<file path="src/rtl/tape_player.sv">
`default_nettype none
// ============================================================================
// Module      : tape_player
// Description : Plays a byte image from memory as a biphase-mark cassette
//               signal (leader, sync byte, data), timed by the motor relay.
// Revision    : 1.0 - initial release
// ============================================================================
module tape_player #(
    parameter int         HALF_CYCLES = 8571,
    parameter int         LEADER_LEN  = 256,
    parameter logic [7:0] SYNC_BYTE   = 8'h16
) (
    input  logic        clk_sys,
    input  logic        reset_n,
    input  logic        start,
    input  logic        stop,
    input  logic [15:0] base_addr,
    input  logic [15:0] length,
    input  logic        motor,
    output logic [15:0] mem_addr,
    output logic        mem_rd,
    input  logic        mem_ack,
    input  logic [7:0]  mem_data,
    output logic        cass_out,
    output logic        busy,
    output logic        done,
    output logic        underrun
);

    localparam int                c_PH_W    = (2 * HALF_CYCLES > 1) ? $clog2(2 * HALF_CYCLES) : 1;
    localparam logic [c_PH_W-1:0] c_PH_HALF = c_PH_W'(HALF_CYCLES);
    localparam logic [c_PH_W-1:0] c_PH_LAST = c_PH_W'(2 * HALF_CYCLES - 1);
    localparam logic [15:0]       c_LEADER  = 16'(LEADER_LEN);

    typedef enum logic [1:0] {
        S_IDLE   = 2'd0,
        S_LEADER = 2'd1,
        S_SYNC   = 2'd2,
        S_DATA   = 2'd3
    } state_t;

    state_t            r_state,      w_state_nx;
    logic [c_PH_W-1:0] r_phase,      w_phase_nx;
    logic [2:0]        r_bit_idx,    w_bit_nx;
    logic [7:0]        r_shift,      w_shift_nx;
    logic [15:0]       r_byte_cnt,   w_byte_cnt_nx;
    logic [15:0]       r_len,        w_len_nx;
    logic              r_cass,       w_cass_nx;
    logic              r_done,       w_done_nx;
    logic              r_underrun,   w_underrun_nx;
    logic [7:0]        r_hold,       w_hold_nx;
    logic              r_hold_valid, w_hold_valid_nx;
    logic              r_mem_rd,     w_mem_rd_nx;
    logic [15:0]       r_fetch_addr, w_fetch_addr_nx;
    logic [15:0]       r_fetch_left, w_fetch_left_nx;
    logic              w_boundary;
    logic              w_advance;
    logic              w_load;

    always_ff @(posedge clk_sys or negedge reset_n) begin
        if (!reset_n) begin
            r_state      <= S_IDLE;
            r_phase      <= '0;
            r_bit_idx    <= 3'd0;
            r_shift      <= 8'd0;
            r_byte_cnt   <= 16'd0;
            r_len        <= 16'd0;
            r_cass       <= 1'b0;
            r_done       <= 1'b0;
            r_underrun   <= 1'b0;
            r_hold       <= 8'd0;
            r_hold_valid <= 1'b0;
            r_mem_rd     <= 1'b0;
            r_fetch_addr <= 16'd0;
            r_fetch_left <= 16'd0;
        end else begin
            r_state      <= w_state_nx;
            r_phase      <= w_phase_nx;
            r_bit_idx    <= w_bit_nx;
            r_shift      <= w_shift_nx;
            r_byte_cnt   <= w_byte_cnt_nx;
            r_len        <= w_len_nx;
            r_cass       <= w_cass_nx;
            r_done       <= w_done_nx;
            r_underrun   <= w_underrun_nx;
            r_hold       <= w_hold_nx;
            r_hold_valid <= w_hold_valid_nx;
            r_mem_rd     <= w_mem_rd_nx;
            r_fetch_addr <= w_fetch_addr_nx;
            r_fetch_left <= w_fetch_left_nx;
        end
    end

    always_comb begin
        w_state_nx      = r_state;
        w_phase_nx      = r_phase;
        w_bit_nx        = r_bit_idx;
        w_shift_nx      = r_shift;
        w_byte_cnt_nx   = r_byte_cnt;
        w_len_nx        = r_len;
        w_cass_nx       = r_cass;
        w_done_nx       = 1'b0;
        w_underrun_nx   = r_underrun;
        w_hold_nx       = r_hold;
        w_hold_valid_nx = r_hold_valid;
        w_mem_rd_nx     = r_mem_rd;
        w_fetch_addr_nx = r_fetch_addr;
        w_fetch_left_nx = r_fetch_left;
        w_boundary      = (r_phase == '0) && (r_bit_idx == 3'd0);
        w_advance       = 1'b0;
        w_load          = 1'b0;

        if (r_state == S_IDLE) begin
            if (start && !stop) begin
                w_state_nx      = S_LEADER;
                w_phase_nx      = '0;
                w_bit_nx        = 3'd0;
                w_byte_cnt_nx   = 16'd0;
                w_len_nx        = length;
                w_underrun_nx   = 1'b0;
                w_fetch_addr_nx = base_addr;
                w_fetch_left_nx = length;
                w_hold_valid_nx = 1'b0;
            end
        end else if (stop) begin
            w_state_nx      = S_IDLE;
            w_mem_rd_nx     = 1'b0;
            w_hold_valid_nx = 1'b0;
        end else begin
            if (motor) begin
                if (!w_boundary) begin
                    w_advance = 1'b1;
                end else begin
                    // Byte boundary: choose the byte for the cell starting now.
                    // r_state names the section of the byte being sent.
                    case (r_state)
                        S_LEADER: begin
                            w_advance = 1'b1;
                            if (r_byte_cnt != c_LEADER) begin
                                w_shift_nx    = 8'd0;
                                w_byte_cnt_nx = r_byte_cnt + 16'd1;
                            end else begin
                                w_state_nx    = S_SYNC;
                                w_shift_nx    = SYNC_BYTE;
                                w_byte_cnt_nx = 16'd0;
                            end
                        end
                        default: begin
                            if (r_byte_cnt == r_len) begin
                                w_state_nx = S_IDLE;
                                w_done_nx  = 1'b1;
                            end else if (r_hold_valid) begin
                                w_state_nx    = S_DATA;
                                w_shift_nx    = r_hold;
                                w_byte_cnt_nx = r_byte_cnt + 16'd1;
                                w_load        = 1'b1;
                                w_advance     = 1'b1;
                            end else begin
                                w_underrun_nx = 1'b1;
                            end
                        end
                    endcase
                end
            end

            if (w_advance) begin
                if ((r_phase == '0) || ((r_phase == c_PH_HALF) && r_shift[0])) begin
                    w_cass_nx = ~r_cass;
                end
                if (r_phase == c_PH_LAST) begin
                    w_phase_nx = '0;
                    w_shift_nx = r_shift >> 1;
                    w_bit_nx   = r_bit_idx + 3'd1;
                end else begin
                    w_phase_nx = r_phase + 1'b1;
                end
            end

            // Prefetch runs regardless of the motor so data is ready on resume
            if (w_load) begin
                w_hold_valid_nx = 1'b0;
            end
            if (r_mem_rd && mem_ack) begin
                w_hold_nx       = mem_data;
                w_hold_valid_nx = 1'b1;
                w_mem_rd_nx     = 1'b0;
                w_fetch_addr_nx = r_fetch_addr + 16'd1;
                w_fetch_left_nx = r_fetch_left - 16'd1;
            end else if (!r_mem_rd && !r_hold_valid && (r_fetch_left != 16'd0)) begin
                w_mem_rd_nx = 1'b1;
            end
            if (w_state_nx == S_IDLE) begin
                w_mem_rd_nx = 1'b0;
            end
        end
    end

    assign mem_addr = r_fetch_addr;
    assign mem_rd   = r_mem_rd;
    assign cass_out = r_cass;
    assign busy     = (r_state != S_IDLE);
    assign done     = r_done;
    assign underrun = r_underrun;

endmodule
`default_nettype wire

</file>
<file path="config.mk">
export PLATFORM = sky130hd
export DESIGN_NAME = tape_player
export DESIGN_NICKNAME = d
export VERILOG_FILES = /design/src/rtl/tape_player.sv
export SDC_FILE = /design/constraint.sdc
export NUM_CORES = 1
export LEC_CHECK = 0
export BUFFER_PORTS_ARGS = -buffer_cell sky130_fd_sc_hd__buf_2
export CAP_MARGIN = 20
export CORE_MARGIN = 2
export CORE_UTILIZATION = 35
export CTS_CLUSTER_DIAMETER = 80
export DETAILED_ROUTE_END_ITERATION = 7
export SLEW_MARGIN = 20
export SYNTH_ARGS = -nofsm -noshare
export SYNTH_HDL_FRONTEND = slang
export SYNTH_SLANG_ARGS = --single-unit
</file>
<file path="constraint.sdc">
create_clock -name clk_sys -period 3.1 [get_ports clk_sys]
set_input_delay 0.62 -clock clk_sys [delete_from_list [all_inputs] [get_ports clk_sys]]
set_output_delay 0.62 -clock clk_sys [all_outputs]
set_load 0.01 [all_outputs]
</file>
# Word-level counts from Yosys, hierarchy flattened
# Cells that the tools add are included.
totals:
  regBits: 105
  out_inout_bits: 21
  input_bits: 46
  word_cells: 148
classes:
  n_bitwise: 3
  n_addsub: 5
  reduce_logical: 35
  muxes: 80
  n_eq_ne: 11
op_table:
  columns: ["cell", "n"]
  rows:
  - ["16-bit 2-to-1 mux", 17]
  - ["15-bit 2-to-1 mux", 5]
  - ["8-bit 2-to-1 mux", 7]
  - ["1-bit 2-to-1 mux", 34]
  - ["16-bit by 1-bit adder with 16-bit output (second input constant)", 2]
  - ["2-bit 2-to-1 mux", 11]
  - ["16-bit equality test", 1]
  - ["16-bit by 9-bit inequality test with 1-bit output (second input constant)", 1]
  - ["16-bit nonzero test", 1]
  - ["16-bit by 1-bit subtractor with 16-bit output (second input constant)", 1]
  - ["15-bit by 1-bit adder with 15-bit output (second input constant)", 1]
  - ["15-bit by 14-bit equality test with 1-bit output (second input constant)", 1]
  - ["15-bit equality test (second input constant)", 1]
  - ["15-bit logical NOT", 1]
  - ["3-bit 2-to-1 mux", 5]
  - ["2-bit nonzero test", 6]
  - ["3-bit AND reduction", 3]
  - ["2-bit AND reduction", 4]
  - ["4-bit AND reduction", 2]
  - ["4-bit nonzero test", 2]
  - ["7-bit AND reduction", 1]
  - ["1-bit logical AND", 6]
  - ["2-bit by 1-bit inequality test with 1-bit output (second input constant)", 3]
  - ["6-bit AND reduction", 1]
  - ["11 further kinds", 17]

# Logic depth before layout (Yosys ltp)
# Gate-level depths: netlist (run 1).
logic_depth:
  ltp_word: 11
  ltp_mapped: 10
  ltp_nobuf: 8

# Worst setup path after synthesis (run 1)
# Ideal clock, no wire load.
synth_timing:
  kind: "input to register"
  startpoint: "input port start"
  endpoint: "register r_shift[4]"
  path_stages: 6
  slack_ns: 0.948
  n_path_buf: 0
  t_arrival_ns: 2.026
  cell_sequence: "or3b_4 a21oi_4 nand2_2 a211o_1 nor2b_2 a221o_1"
synth_rtl:
  columns: ["item", "line", "text"]
  rows:
  - ["start: declaration", "15", "input logic start,"]
  - ["end signal: assignment", "80", "r_shift <= w_shift_nx;"]
  - ["end: declaration", "45", "logic [7:0] r_shift, w_shift_nx;"]

# Final worst setup path (run 1)
layout_timing:
  startpoint: "register r_phase[12]"
  endpoint: "register r_phase[6]"
layout_via:
  elab_chain_cells: 8
  word_cells_on_any_way: 13
layout_lines:
  columns: ["item", "line", "text"]
  rows:
  - ["start: declaration", "43", "logic [c_PH_W-1:0] r_phase, w_phase_nx;"]
  - ["start signal: assignment", "78", "r_phase <= w_phase_nx;"]
  - ["15-bit logical NOT", "109", "w_boundary = (r_phase == '0) && (r_bit_idx == 3'd0);"]
  - ["1-bit logical AND", "109", null]
  - ["1-bit 2-to-1 mux", "131", "if (!w_boundary) begin"]
  - ["1-bit 2-to-1 mux", "130", "if (motor) begin"]
  - ["1-bit 2-to-1 mux", "125", "end else if (stop) begin"]
  - ["1-bit 2-to-1 mux", "113", "if (r_state == S_IDLE) begin"]
  - ["2-bit nonzero test (no line)", null, null]
  - ["3-bit AND reduction (no line)", null, null]
# Several ways; a longest one is shown, not always the timed one. The select of a mux whose other input is x is not followed.
# A chain may end at the register's enable or synchronous reset.

==> results of run 1 <==
## report_power, final
group          internal, mW  switching [mW]
Sequential             1.59           0.215
Clock                 0.654           0.535
Combinational         0.361           0.468
## synth_stat cells, drive strengths merged, types with 3 or more instances
| cell type | number |
|---|---|
| a21oi | 45 |
| o21ai | 69 |
| a22o | 5 |
| nand4 | 9 |
| buf | 18 |
| a21o | 5 |
| nor3 | 22 |
| nor2 | 56 |
| or2 | 3 |
| nor2b | 10 |
| a31oi | 9 |
| mux2 | 24 |
| nand4b | 3 |
| nor4 | 9 |
| a22oi | 5 |
| o31ai | 16 |
| dfrtp | 105 |
| nand3b | 3 |
| nand2b | 12 |
| a211oi | 7 |
| nand2 | 48 |
| nand3 | 31 |
| xnor2 | 17 |
| o41ai | 10 |
| o22ai | 11 |
| and3 | 13 |
| inv | 19 |
| ha | 9 |
| clkbuf | 18 |
| or3 | 4 |
## logic make-up (layout without fill, tap and decap cells)
kind of cell	count (synthesis)	after routing
AO/OA/AOI/OAI	197	197
adder cells (fa/ha/maj)	9	9
XOR/XNOR	18	18
buffers and inverters	55	110
other	0	1
AND/OR/NAND/NOR	234	234
flip-flops	105	105
multiplexers	25	25
## stage by stage
step | hold slack [ns] | instances
final | 0.259 | 924
after global routing | 0.302 | 924
after CTS | 0.285 | 923
after detailed placement | 0.481 | 907
after global placement | 0.475 | 907
after floorplan | 0.324 | 643
## area by class of cell
cell class | count | area (um2) | share of cell area, %
Sequential cell | 105 | 2630 | 37.9
Clock inverter | 5 | 62.6 | 0.903
Tap cell | 225 | 282 | 4.06
Inverter | 19 | 71.3 | 1.03
Multi-Input combinational cell | 483 | 3230 | 46.6
Antenna cell | 1 | 2.50 | 0.0361
Clock buffer | 11 | 243 | 3.50
Timing Repair Buffer | 75 | 413 | 5.96
## sequential cells by signal, indices dropped and copies added, names as in the netlist
| register | count |
|---|---|
| mem_addr | 16 |
| r_byte_cnt | 16 |
| r_fetch_left | 16 |
| r_len | 16 |
| r_phase | 15 |
| r_hold | 8 |
| r_shift | 8 |
| r_bit_idx | 3 |
| r_state | 2 |
| cass_out | 1 |
| done | 1 |
| mem_rd | 1 |
| r_hold_valid | 1 |
| underrun | 1 |
## worst max-delay path: cells and delay by family (launching register included)
| kind | cells | cell delay [ns] |
|---|---|---|
| AOI/OAI and AO/OA | 2 | 0.37 |
| DFF | 1 | 0.45 |
| and+or+nand+nor | 4 | 1.55 |
## routing by layer
metal	global-route usage, %	up-vias
met2	26.8	176
met4	6.77	0
met3	2.98	19
met5	0	-
met1	23.1	2522
li1	-	2461
## worst paths after layout
path,from,endpoint,slack (ns),cells past startpoint
min in group clk_sys,cass_out,cass_out,0.48,1
hold reg to reg,cass_out,cass_out,0.48,1
setup reg to reg,r_phase[12],r_phase[6],0.61,6
max in group asynchronous,reset_n,r_fetch_left[7],2.08,2
setup / recovery,r_phase[12],r_phase[6],0.61,6
hold / removal,reset_n,r_phase[6],0.26,1
==> results list, run 1 <==
* Pwr dens: 551 mW/mm2
- In this run the deepest clock path goes through 2 buffers.
- The filler cells instantiated in the layout total 1,673.
- After routing the design area is 0.00693 mm2.
* Die outline width: 136 um
- Synthesis-to-finish area growth: 13.4%
- WL per Instance: 16.3 um
- Max-slew headroom at the worst pin: 57.0%
- The synthesized netlist contains 71 unique library cells.
- Series of cell instances along the critical path: or3_1 > nor4_2 > or2_1 > nor2b_1 > o21ai_0 > o31ai_2
* Initial antenna violation count: 1
- Summed over all instances, the cell type with the most area after synthesis is sky130_fd_sc_hd__dfrtp_1.
* Num rows: 48
- Across all setup checks in the final design, the least slack found is 0.605 ns.
- Number of storage elements in the synthesis netlist: 105
* I/O Buffers: 66
* Setup TNS: 0 ns
* Total overflow reported by the global router: 0
* Total of warnings raised by yosys: 0
- Prior to clock tree synthesis, the placed netlist has a worst setup slack of 0.583 ns.
* Cell area after synthesis: 0.00611 mm2
- Routed length on met1: 6.83 mm
- Number of instances in the synthesized netlist: 643
- TritonCTS clock tree: yes
* Clock Sinks: 105
- Number of DRC violations after detailed-routing iteration 0: 358
- In this run, post-CTS repair resized a total of 0 instances.
- Using the TritonRoute via totals, the vias-per-cell ratio works out to 5.60.
- The worst path uses 80.5% of the clock period.
- In this run the cell area measured after placement is 0.00662 mm2.
* Clock H-tree levels: 3
* Via count: 5,178
- Wire length of the first global-routing pass: 25.3 mm
* Full die area: 0.0185 mm2
* Latest clock arrival within the worst-skew pair: 0.36 ns
* Data required time of the critical path: 3.33 ns
* Pre-Repair DR Iteration Count: 5
* Most common cell after layout, fill and taps aside: sky130_fd_sc_hd__dfrtp_1
- Number of buffers created by CTS: 9
- In this run the clock root is driven by a sky130_fd_sc_hd__clkbuf_16.
- Synth Area in Simple Gates: 20.7%
* Share of cells above drive strength 1: 21.6%
- Summing the areas of all compound-gate instances in the mapped netlist gives 23.1% of the synthesized area.
- Pin count of the biggest net entering global routing: 64
* Commonest cells after routing, fill and taps aside: sky130_fd_sc_hd__dfrtp_1, sky130_fd_sc_hd__buf_2, sky130_fd_sc_hd__o21ai_0
- In the routed design, unresolved DRC markers number 0.
- Result of the run: finished clean
* Startpoint-to-endpoint class of the critical path: reg -> reg
- The hold violation count in the final report came to 0.
- Summed over all layers, the routed wires come to 15.0 mm.
- The min-delay analysis places its worst path in the category in -> async.
- Initial standard-cell utilization of the core: 35.6%
- Total of hold buffers inserted after clock tree synthesis: 0
- For the worst setup path, the data arrival time is 2.73 ns.
* Nature of the critical path startpoint: register
- IR analysis of the VDD net gives a maximum drop of 0.275 mV.
- Averaged over all synthesized cells, the footprint is 9.51 um2.
- RSZ-0062 raised after global routing: no
- Number of synthesized flops with an enable pin: 0
- Worst Max-Slew Pin Slew: 0.646 ns
* Slowest Stage Delay on Critical Path: 0.58 ns
- Maximum operating frequency: 0.401 GHz
- Summed over all nets, wire length on met3 after detailed routing comes to 795 um.
- Across the routed clock network, the largest skew measured is 0.0109 ns.
- Among all flip-flop cells after synthesis, the most frequent one is sky130_fd_sc_hd__dfrtp_1.
- Post-detail-place hpwl: 10.8 mm
- For this design the static power due to leakage is 2.85 nW.
* Adder and majority cell fraction of the synthesized area: 1.84%
* All-layer global routing usage: 17.0%
- Max-cap violations in this run came to 0.
* Crit path max fanout: 19
* Placer's final routability congestion estimate: 0.894
- Dominant combinational cell family by area after synthesis: compound AO/OA/AOI/OAI gates
- Clock-pin slew was measured on the worst setup and hold paths at 0.07 ns.
- Counting every net in the synthesized netlist gives 698.
- Net count reported at finish: 748
- Summed over all nets, wire length on met2 after detailed routing comes to 7.14 mm.
- Top Metal Used: met4
- Final core occ: 40.4%
- The detail route stage leaves a number of antenna-violating nets equal to 0.
- Largest cells by area after synthesis: sky130_fd_sc_hd__dfrtp_1, sky130_fd_sc_hd__o21ai_0, sky130_fd_sc_hd__mux2_2
* Async set-or-reset flop fraction in the synthesized netlist: 100%
- Post-synthesis mux area share: 4.59%
- Via count of the first global-routing pass: 4,876
* Crit-path slowest cell: sky130_fd_sc_hd__or2_1
- The die is 136 um tall.
* Top Ports: 67
* Post-route total power: 3.82 mW
- Setup violations remaining at the end of the flow were counted as 0.
- Share of the synthesized area in the top cell type: 43.0%
- After clock tree synthesis, the setup repair step added 0 buffers.
- Core region area: 0.0172 mm2
- STA classifies the critical path endpoint as a register.
- Final critical delay including setup and external delays: 2.49 ns
- Of the total synthesized cell area, the portion taken by XOR and XNOR cells is 2.58%.
- The max-slew violation count was 0.
* Sequential cell area fraction in the yosys report: 43.0%
Power figures use the tool's default switching activity.
==> run 2, diff against run 1 <==
==> constraint.sdc (replaced) <==
create_clock -name clk_sys -period 2.58 [get_ports clk_sys]
set_input_delay 0.516 -clock clk_sys [delete_from_list [all_inputs] [get_ports clk_sys]]
set_output_delay 0.516 -clock clk_sys [all_outputs]
set_load 0.01 [all_outputs]
==> results list, run 2 (synthesized netlist as in run 1, its figures left out) <==
* Clock root buffer master: sky130_fd_sc_hd__clkbuf_16
- Leak pwr: 2.93 nW (+2.9%)
- The run finished with clean final reports.
- Clock H-tree levels: 3 (unchanged)
* Clock Sinks: 105 (unchanged)
- Via count of the first global-routing pass: 5,016 (+2.9%)
- The routed via count divided by cell count is 5.60 (about the same).
- The number of inserted filler cells in the final layout came to 1,719 (+2.7%).
- All-layer global routing usage: 17.2% (+0.19 points)
- Pre-Repair DR Iteration Count: 4 (-1)
- Startpoint-to-endpoint class of the critical path: reg -> out
- The measured slew at the worst slew-check pin is 0.684 ns (+0.0379 ns).
* Worst Clk Skew: 0.00561 ns (-0.00527 ns)
- Setup repair after global routing left no endpoint under its margin.
* Post-route total power: 4.65 mW (+22%)
- The clock buffer count from CTS is 9 (unchanged).
- Pwr dens: 659 mW/mm2 (+20%)
* Number of DRC violations after detailed-routing iteration 0: 276 (-23%)
- The net count reported at finish was 760 (+1.6%).
- Final Hold Vio Count: 0 (unchanged)
- Total overflow reported by the global router: 0 (unchanged)
- The maximum fanout count along the critical path came to 46 (+27).
* Share of cells above drive strength 1: 23.1% (+1.5 points)
* Wire length of the first global-routing pass: 25.5 mm (+0.82%)
- The maximum number of pins on one net before global-route repair came to 47 (-27%).
* Max-slew headroom at the worst pin: 54.3% (-2.6 points)
- The estimated wirelength of the detail-placed design came to 11.2 mm (+4.0%).
- The total of endpoints with negative setup slack in the final report is 0 (unchanged).
* Initial antenna violation count: 0 (-1)
- The max capacitance violation total is 0 (unchanged).
- The number of nets still failing antenna checks after routing is 0 (unchanged).
- The average wire per standard cell is 16.4 um (+0.96%).
- Via count: 5,238 (+1.2%)
* Setup TNS: 0 ns (unchanged)
* Final critical delay including setup and external delays: 2.38 ns
* Number of inserted diodes: 0 (-1)
- R2R setup slack: 0.21 ns (-0.40 ns)
* Arrival time reported for the critical path endpoint: 1.87 ns (-0.86 ns)
- The endpoint identified for the worst register-to-register timing path is r_shift[0].
- The final critical path takes up 92.4% of the cycle.
- TritonCTS built the clock tree.
- The count of boundary I/O pins is 67 (unchanged).
- Maximum ir drop on the vdd rail: 0.465 mV (+69%)
- The number of design rule violations left after detail routing came to 0 (unchanged).
* Data required time of the critical path: 2.06 ns (-1.27 ns)
- For this run, the top clock speed supported by timing is 0.419 GHz.
- Num rows: 48 (unchanged)
- Maximum clock path buffer count: 2 (unchanged)
* Die outline width: 136 um (unchanged)
* Synthesis-to-finish area growth: 15.5%
- The clock latency on the worst-skew pair is 0.36 ns (about the same).
* Hold Path Class: in -> async
- The CTS clock-pin slew for the worst setup and hold paths is 0.07 ns (about the same).
* Core region area: 0.0172 mm2 (unchanged)
- The vertical die dimension is 136 um (unchanged).
* Post-Route WL: 15.4 mm (+2.2%)
- The count of port buffers added during placement is 66 (unchanged).
- The routability congestion estimate is 0.881 (-1.4%).
- Commonest cells after routing, fill and taps aside: sky130_fd_sc_hd__dfrtp_1, sky130_fd_sc_hd__buf_2, sky130_fd_sc_hd__o21ai_0
- The worst setup path is captured at an output pin.
- Full die area: 0.0185 mm2 (unchanged)
* Nature of the critical path startpoint: register
- Number of pins exceeding their max-slew limit in the final report: 0 (unchanged)
* Initial standard-cell utilization of the core: 35.6% (unchanged)
- Leaving out fill and tap cells, the most frequent cell in the layout is sky130_fd_sc_hd__dfrtp_1.
* Worst flop-to-flop path startpoint: r_phase[0]
* R2r worst-path depth: 8 (+2)
[run 2: cell types whose count changed in the layout (fill, tap and decap cells not counted)]
cell | before | now
sky130_fd_sc_hd__clkinvlp_4 | 2 | 1
sky130_fd_sc_hd__clkinv_2 | 0 | 3
sky130_fd_sc_hd__clkinv_4 | 1 | 0
sky130_fd_sc_hd__inv_6 | 1 | 0
sky130_fd_sc_hd__nor4_1 | 5 | 4
sky130_fd_sc_hd__bufinv_16 | 1 | 2
sky130_fd_sc_hd__clkbuf_8 | 1 | 0
sky130_fd_sc_hd__nor4_2 | 2 | 3
sky130_fd_sc_hd__buf_12 | 1 | 3
sky130_fd_sc_hd__buf_4 | 9 | 19
sky130_fd_sc_hd__diode_2 | 1 | 0
[run 2: power by group]
| part | switching, mW | internal (mW) | leakage, nW | total (mW) |
|---|---|---|---|---|
| registers | 0.256 | 1.91 | 1.33 | 2.16 |
| clock network | 0.616 | 0.846 | 0.152 | 1.46 |
| logic | 0.569 | 0.459 | 1.45 | 1.03 |
[run 2: worst max-delay path: stages, from the launching register on]
cell and delay [ns]:
sky130_fd_sc_hd__dfrtp_1 0.58, sky130_fd_sc_hd__nor2_2 0.17, sky130_fd_sc_hd__inv_2 0.13, sky130_fd_sc_hd__buf_4 0.40, sky130_fd_sc_hd__buf_2 0.22
[run 2: cell type report]
cell class	instances	area [um2]	share of cell area [%]
Sequential cell	105	2630	37.2
Tap cell	225	282	3.99
Multi-Input combinational cell	483	3240	45.9
Clock inverter	6	82.6	1.17
Inverter	19	71.3	1.01
Clock buffer	10	229	3.24
Timing Repair Buffer	87	528	7.48
[run 2: worst max path at each step]
| stage | from | endpoint | slack (ns) | depth (start not counted) |
|---|---|---|---|---|
| after CTS | r_state[0] | r_byte_cnt[12] | 0.13 | 6 |
| after global routing | r_phase[0] | r_byte_cnt[15] | 0.07 | 8 |
| after detailed placement | r_state[0] | r_byte_cnt[12] | 0.14 | 6 |
| after global placement | r_state[0] | r_byte_cnt[12] | 0.22 | 6 |
| final | r_state[0] | busy | 0.20 | 4 |
| after floorplan | start | r_shift[4] | 0.53 | 6 |
[run 2: through the flow]
stage / cells / area, um2 / worst slack [ns] / util, % / hold WS [ns]
4_1_cts: 935 / 7050 / 0.134 / 41.0 / 0.109
5_1_grt: 935 / 7060 / 0.0697 / 41.1 / 0.128
3_5_place_dp: 919 / 6740 / 0.142 / 39.2 / 0.476
2_1_floorplan: 643 / 6110 / 0.532 / - / 0.220
6_report: 935 / 7060 / 0.196 / 41.1 / 0.0931
3_3_place_gp: 919 / 6740 / 0.219 / 39.2 / 0.476
[run 2: per-layer routing]
| metal | vias to the layer above | routed length, um | share of wire [%] | track usage [%] |
|---|---|---|---|---|
| li1 | 2489 | - | - | - |
| met4 | 0 | 248 | 1.6 | 6.31 |
| met3 | 17 | 747 | 4.9 | 3.09 |
| met1 | 2586 | 6920 | 45 | 22.8 |
| met2 | 146 | 7450 | 48 | 28.0 |
| met5 | - | 0 | 0 | 0 |
[run 2: timing repair]
action,CTS,global route
endpoints found under the setup margin,0,2
hold buffers,0,0
setup buffers,0,0
gates resized for setup,0,1
==> run 3, diff against run 2 <==
--- a/config.mk
+++ b/config.mk
@@ -5,12 +5,12 @@
 export SDC_FILE = /design/constraint.sdc
 export NUM_CORES = 1
 export LEC_CHECK = 0
-export BUFFER_PORTS_ARGS = -buffer_cell sky130_fd_sc_hd__buf_2
 export CAP_MARGIN = 20
 export CORE_MARGIN = 2
 export CORE_UTILIZATION = 35
 export CTS_CLUSTER_DIAMETER = 80
 export DETAILED_ROUTE_END_ITERATION = 7
+export DONT_BUFFER_PORTS = 1
 export SLEW_MARGIN = 20
 export SYNTH_ARGS = -nofsm -noshare
 export SYNTH_HDL_FRONTEND = slang
==> constraint.sdc (replaced) <==
create_clock -name clk_sys -period 2.95 [get_ports clk_sys]
set_input_delay 0.59 -clock clk_sys [delete_from_list [all_inputs] [get_ports clk_sys]]
set_output_delay 0.59 -clock clk_sys [all_outputs]
set_load 0.01 [all_outputs]
==> results list, run 3 (synthesized netlist as in run 1, its figures left out) <==
- Leaving out fill and tap cells, the most frequent cells in the layout are sky130_fd_sc_hd__dfrtp_1, sky130_fd_sc_hd__o21ai_0, sky130_fd_sc_hd__nor2_1.
- The number of design rule violations left after detail routing came to 0 (unchanged).
* Post-Route WL: 14.9 mm (-3.3%)
* Final core occ: 38.2% (-2.9 points)
- Top Ports: 67 (unchanged)
* Latest clock arrival within the worst-skew pair: 0.36 ns (about the same)
* Pre-Repair DR Iteration Count: 4 (unchanged)
- The smallest setup slack after layout came to 0.371 ns (+0.175 ns).
- The worst setup path is launched from a register.
- RSZ-0062 raised after global routing: no
- The iteration-0 DRC count of the detailed router was 241 (-13%).
* Die outline width: 136 um (unchanged)
- The power consumption was 3.83 mW (-18%).
* Worst setup path startpoint: r_state[1]
- Full die area: 0.0185 mm2 (unchanged)
- The number of gates given a new drive strength after cts is 0 (unchanged).
- The peak supply drop is 0.295 mV (-37%).
* Share of cells above drive strength 1: 13.7% (-9.4 points)
* Total overflow reported by the global router: 0 (unchanged)
- Non-filler cells in the finished layout: 855 (-8.6%)
- The total of endpoints with negative setup slack in the final report was 0 (unchanged).
* Clock Sinks: 105 (unchanged)
* Number of buffers inserted by post-CTS setup repair: 0 (unchanged)
- The setup slack at placement was 0.391 ns (+0.249 ns).
- The final design instance area without fill came to 0.00656 mm2 (-7.0%).
- The core region area was 0.0172 mm2 (unchanged).
- Clock root buffer master: sky130_fd_sc_hd__clkbuf_16
- The max-slew violation count is 0 (unchanged).
- Slowest Stage Delay on Critical Path: 0.57 ns (about the same)
- Post-route fraction of the period consumed by the critical path: 87.4%
- Pwr dens: 583 mW/mm2 (-11%)
- Destination of the worst register-to-register timing path: r_shift[2]
- The via count came to 4,912 (-6.2%).
- The number of nets still failing antenna checks after routing was 0 (unchanged).
* R2r worst-path depth: 6 (-2)
* Initial antenna violation count: 0 (unchanged)
* Net count reported at finish: 680 (-11%)
- Crit-path slowest cell: sky130_fd_sc_hd__dfrtp_1
- The slack of the worst reg-to-reg path was 0.37 ns (+0.16 ns).
- Arrival time reported for the critical path endpoint: 2.85 ns (+0.98 ns)
* Worst Max-Slew Pin Slew: 0.984 ns (+0.301 ns)
* All-layer global routing usage: 16.7% (-0.45 points)
- STA classifies the critical path endpoint as a register.
- Placer's final routability congestion estimate: 0.825 (-6.4%)
- The maximum number of pins on one net before global-route repair is 106 (+130%).
* Most common cell type on the critical path: sky130_fd_sc_hd__a211oi_1
* Number of vias per cell after detailed routing: 5.75 (+2.6%)
- Synthesis-to-finish area growth: 7.39%
* Worst-case hold slack: -0.0748 ns (-0.168 ns)
- The worst relative slew slack is 34.3% (-20 points).
* Maximum clock path buffer count: 2 (unchanged)
- The setup total negative slack came to 0 ns (unchanged).
- Leak pwr: 2.57 nW (-12%)
* Instance count after placement with tap cells included: 839 (-8.7%)
- Series of cell instances along the critical path: nand2b_1 > nor4_1 > nand3_1 > a211oi_1 > nor3_1 > a211oi_1
- Result of the run: finished with violations
* Post-detail-place hpwl: 10.6 mm (-5.6%)
- The average wire per standard cell is 17.4 um (+5.8%).
- Crit path max fanout: 15 (-67%)
* Violated checks: negative hold slack
- The endpoint required time on the critical path is 3.22 ns (+1.16 ns).
- Clock transition at the registers of the reported paths: 0.08 ns (about the same)
- Startpoint-to-endpoint class of the critical path: reg -> reg
* Area after DPL: 0.00628 mm2 (-6.9%)
- The global-route wire length before repair was 24.7 mm (-2.8%).
- Number of inserted diodes: 0 (unchanged)
- Leaving out fill and tap cells, the most frequent cell in the layout is sky130_fd_sc_hd__dfrtp_1.
* Worst Clk Skew: 0.00966 ns (+0.00405 ns)
- The worst register-to-register path begins at r_state[1].
- Via count of the first global-routing pass: 4,737 (-5.6%)
* Final Hold Vio Count: 105 (+105)
* Initial standard-cell utilization of the core: 35.6% (unchanged)
* Clock H-tree levels: 3 (unchanged)
* Number of buffers created by CTS: 9 (unchanged)
- I/O Buffers: 0 (-100%)
* Final critical delay including setup and external delays: 2.58 ns
* Num rows: 48 (unchanged)
- The worst hold path belongs to the class in -> async.
- Based on the critical path, the design can be clocked at up to 0.388 GHz.
* TritonCTS clock tree: yes
- Following the worst setup path forward leads to its endpoint at r_shift[2].
- The max capacitance violation total was 0 (unchanged).
* Floorplan die height: 136 um (unchanged)
- Number of fill cells: 1,738 (+1.1%)
[run 3: cell types whose count changed in the layout (fill, tap and decap cells not counted), moves of 2 or more]
cell                        delta
sky130_fd_sc_hd__buf_12        -3
sky130_fd_sc_hd__buf_2        -65
sky130_fd_sc_hd__buf_4        -12
sky130_fd_sc_hd__bufinv_16     -2
sky130_fd_sc_hd__clkinv_2      -2
sky130_fd_sc_hd__clkinv_4      +3
sky130_fd_sc_hd__inv_8         +2
[run 3: area by class of cell]
class,count,area (um2),share of cell area [%]
Clock inverter,7,62.6,0.953
Multi-Input combinational cell,483,3240,49.4
Clock buffer,9,225,3.43
Tap cell,225,282,4.29
Inverter,19,71.3,1.09
Sequential cell,105,2630,40.0
Timing Repair Buffer,7,52.6,0.801
[run 3: report_power, final]
group | total (mW) | internal (mW) | leakage, nW | switching, mW
registers | 1.94 | 1.66 | 1.33 | 0.272
logic | 0.694 | 0.314 | 1.10 | 0.381
clock network | 1.20 | 0.592 | 0.144 | 0.606
total | 3.83 | 2.57 | 2.57 | 1.26
[run 3: how the worst min path moves through the flow]
| stage | startpoint | to | slack (ns) | depth (start not counted) |
|---|---|---|---|---|
| finish | reset_n | r_phase[9] | -0.07 | 0 |
| global placement | reset_n | r_phase[9] | 0.30 | 0 |
| global route | reset_n | r_phase[9] | -0.09 | 0 |
| detailed placement | reset_n | r_phase[7] | 0.30 | 0 |
| floorplan | reset_n | cass_out | 0.29 | 0 |
| CTS | reset_n | r_shift[5] | -0.08 | 0 |
[run 3: critical path: cells and delay by family, from the launching register on]
family / cells / cell delay [ns]
simple gates: 4 / 1.30
compound gates: 2 / 0.62
flops: 1 / 0.57
[run 3: layer usage]
metal	up-vias	wire [um]	global-route usage, %
li1	2327	-	-
met1	2435	6530	21.6
met2	134	7140	26.8
met3	16	911	4.47
met4	0	280	6.25
met5	-	0	0
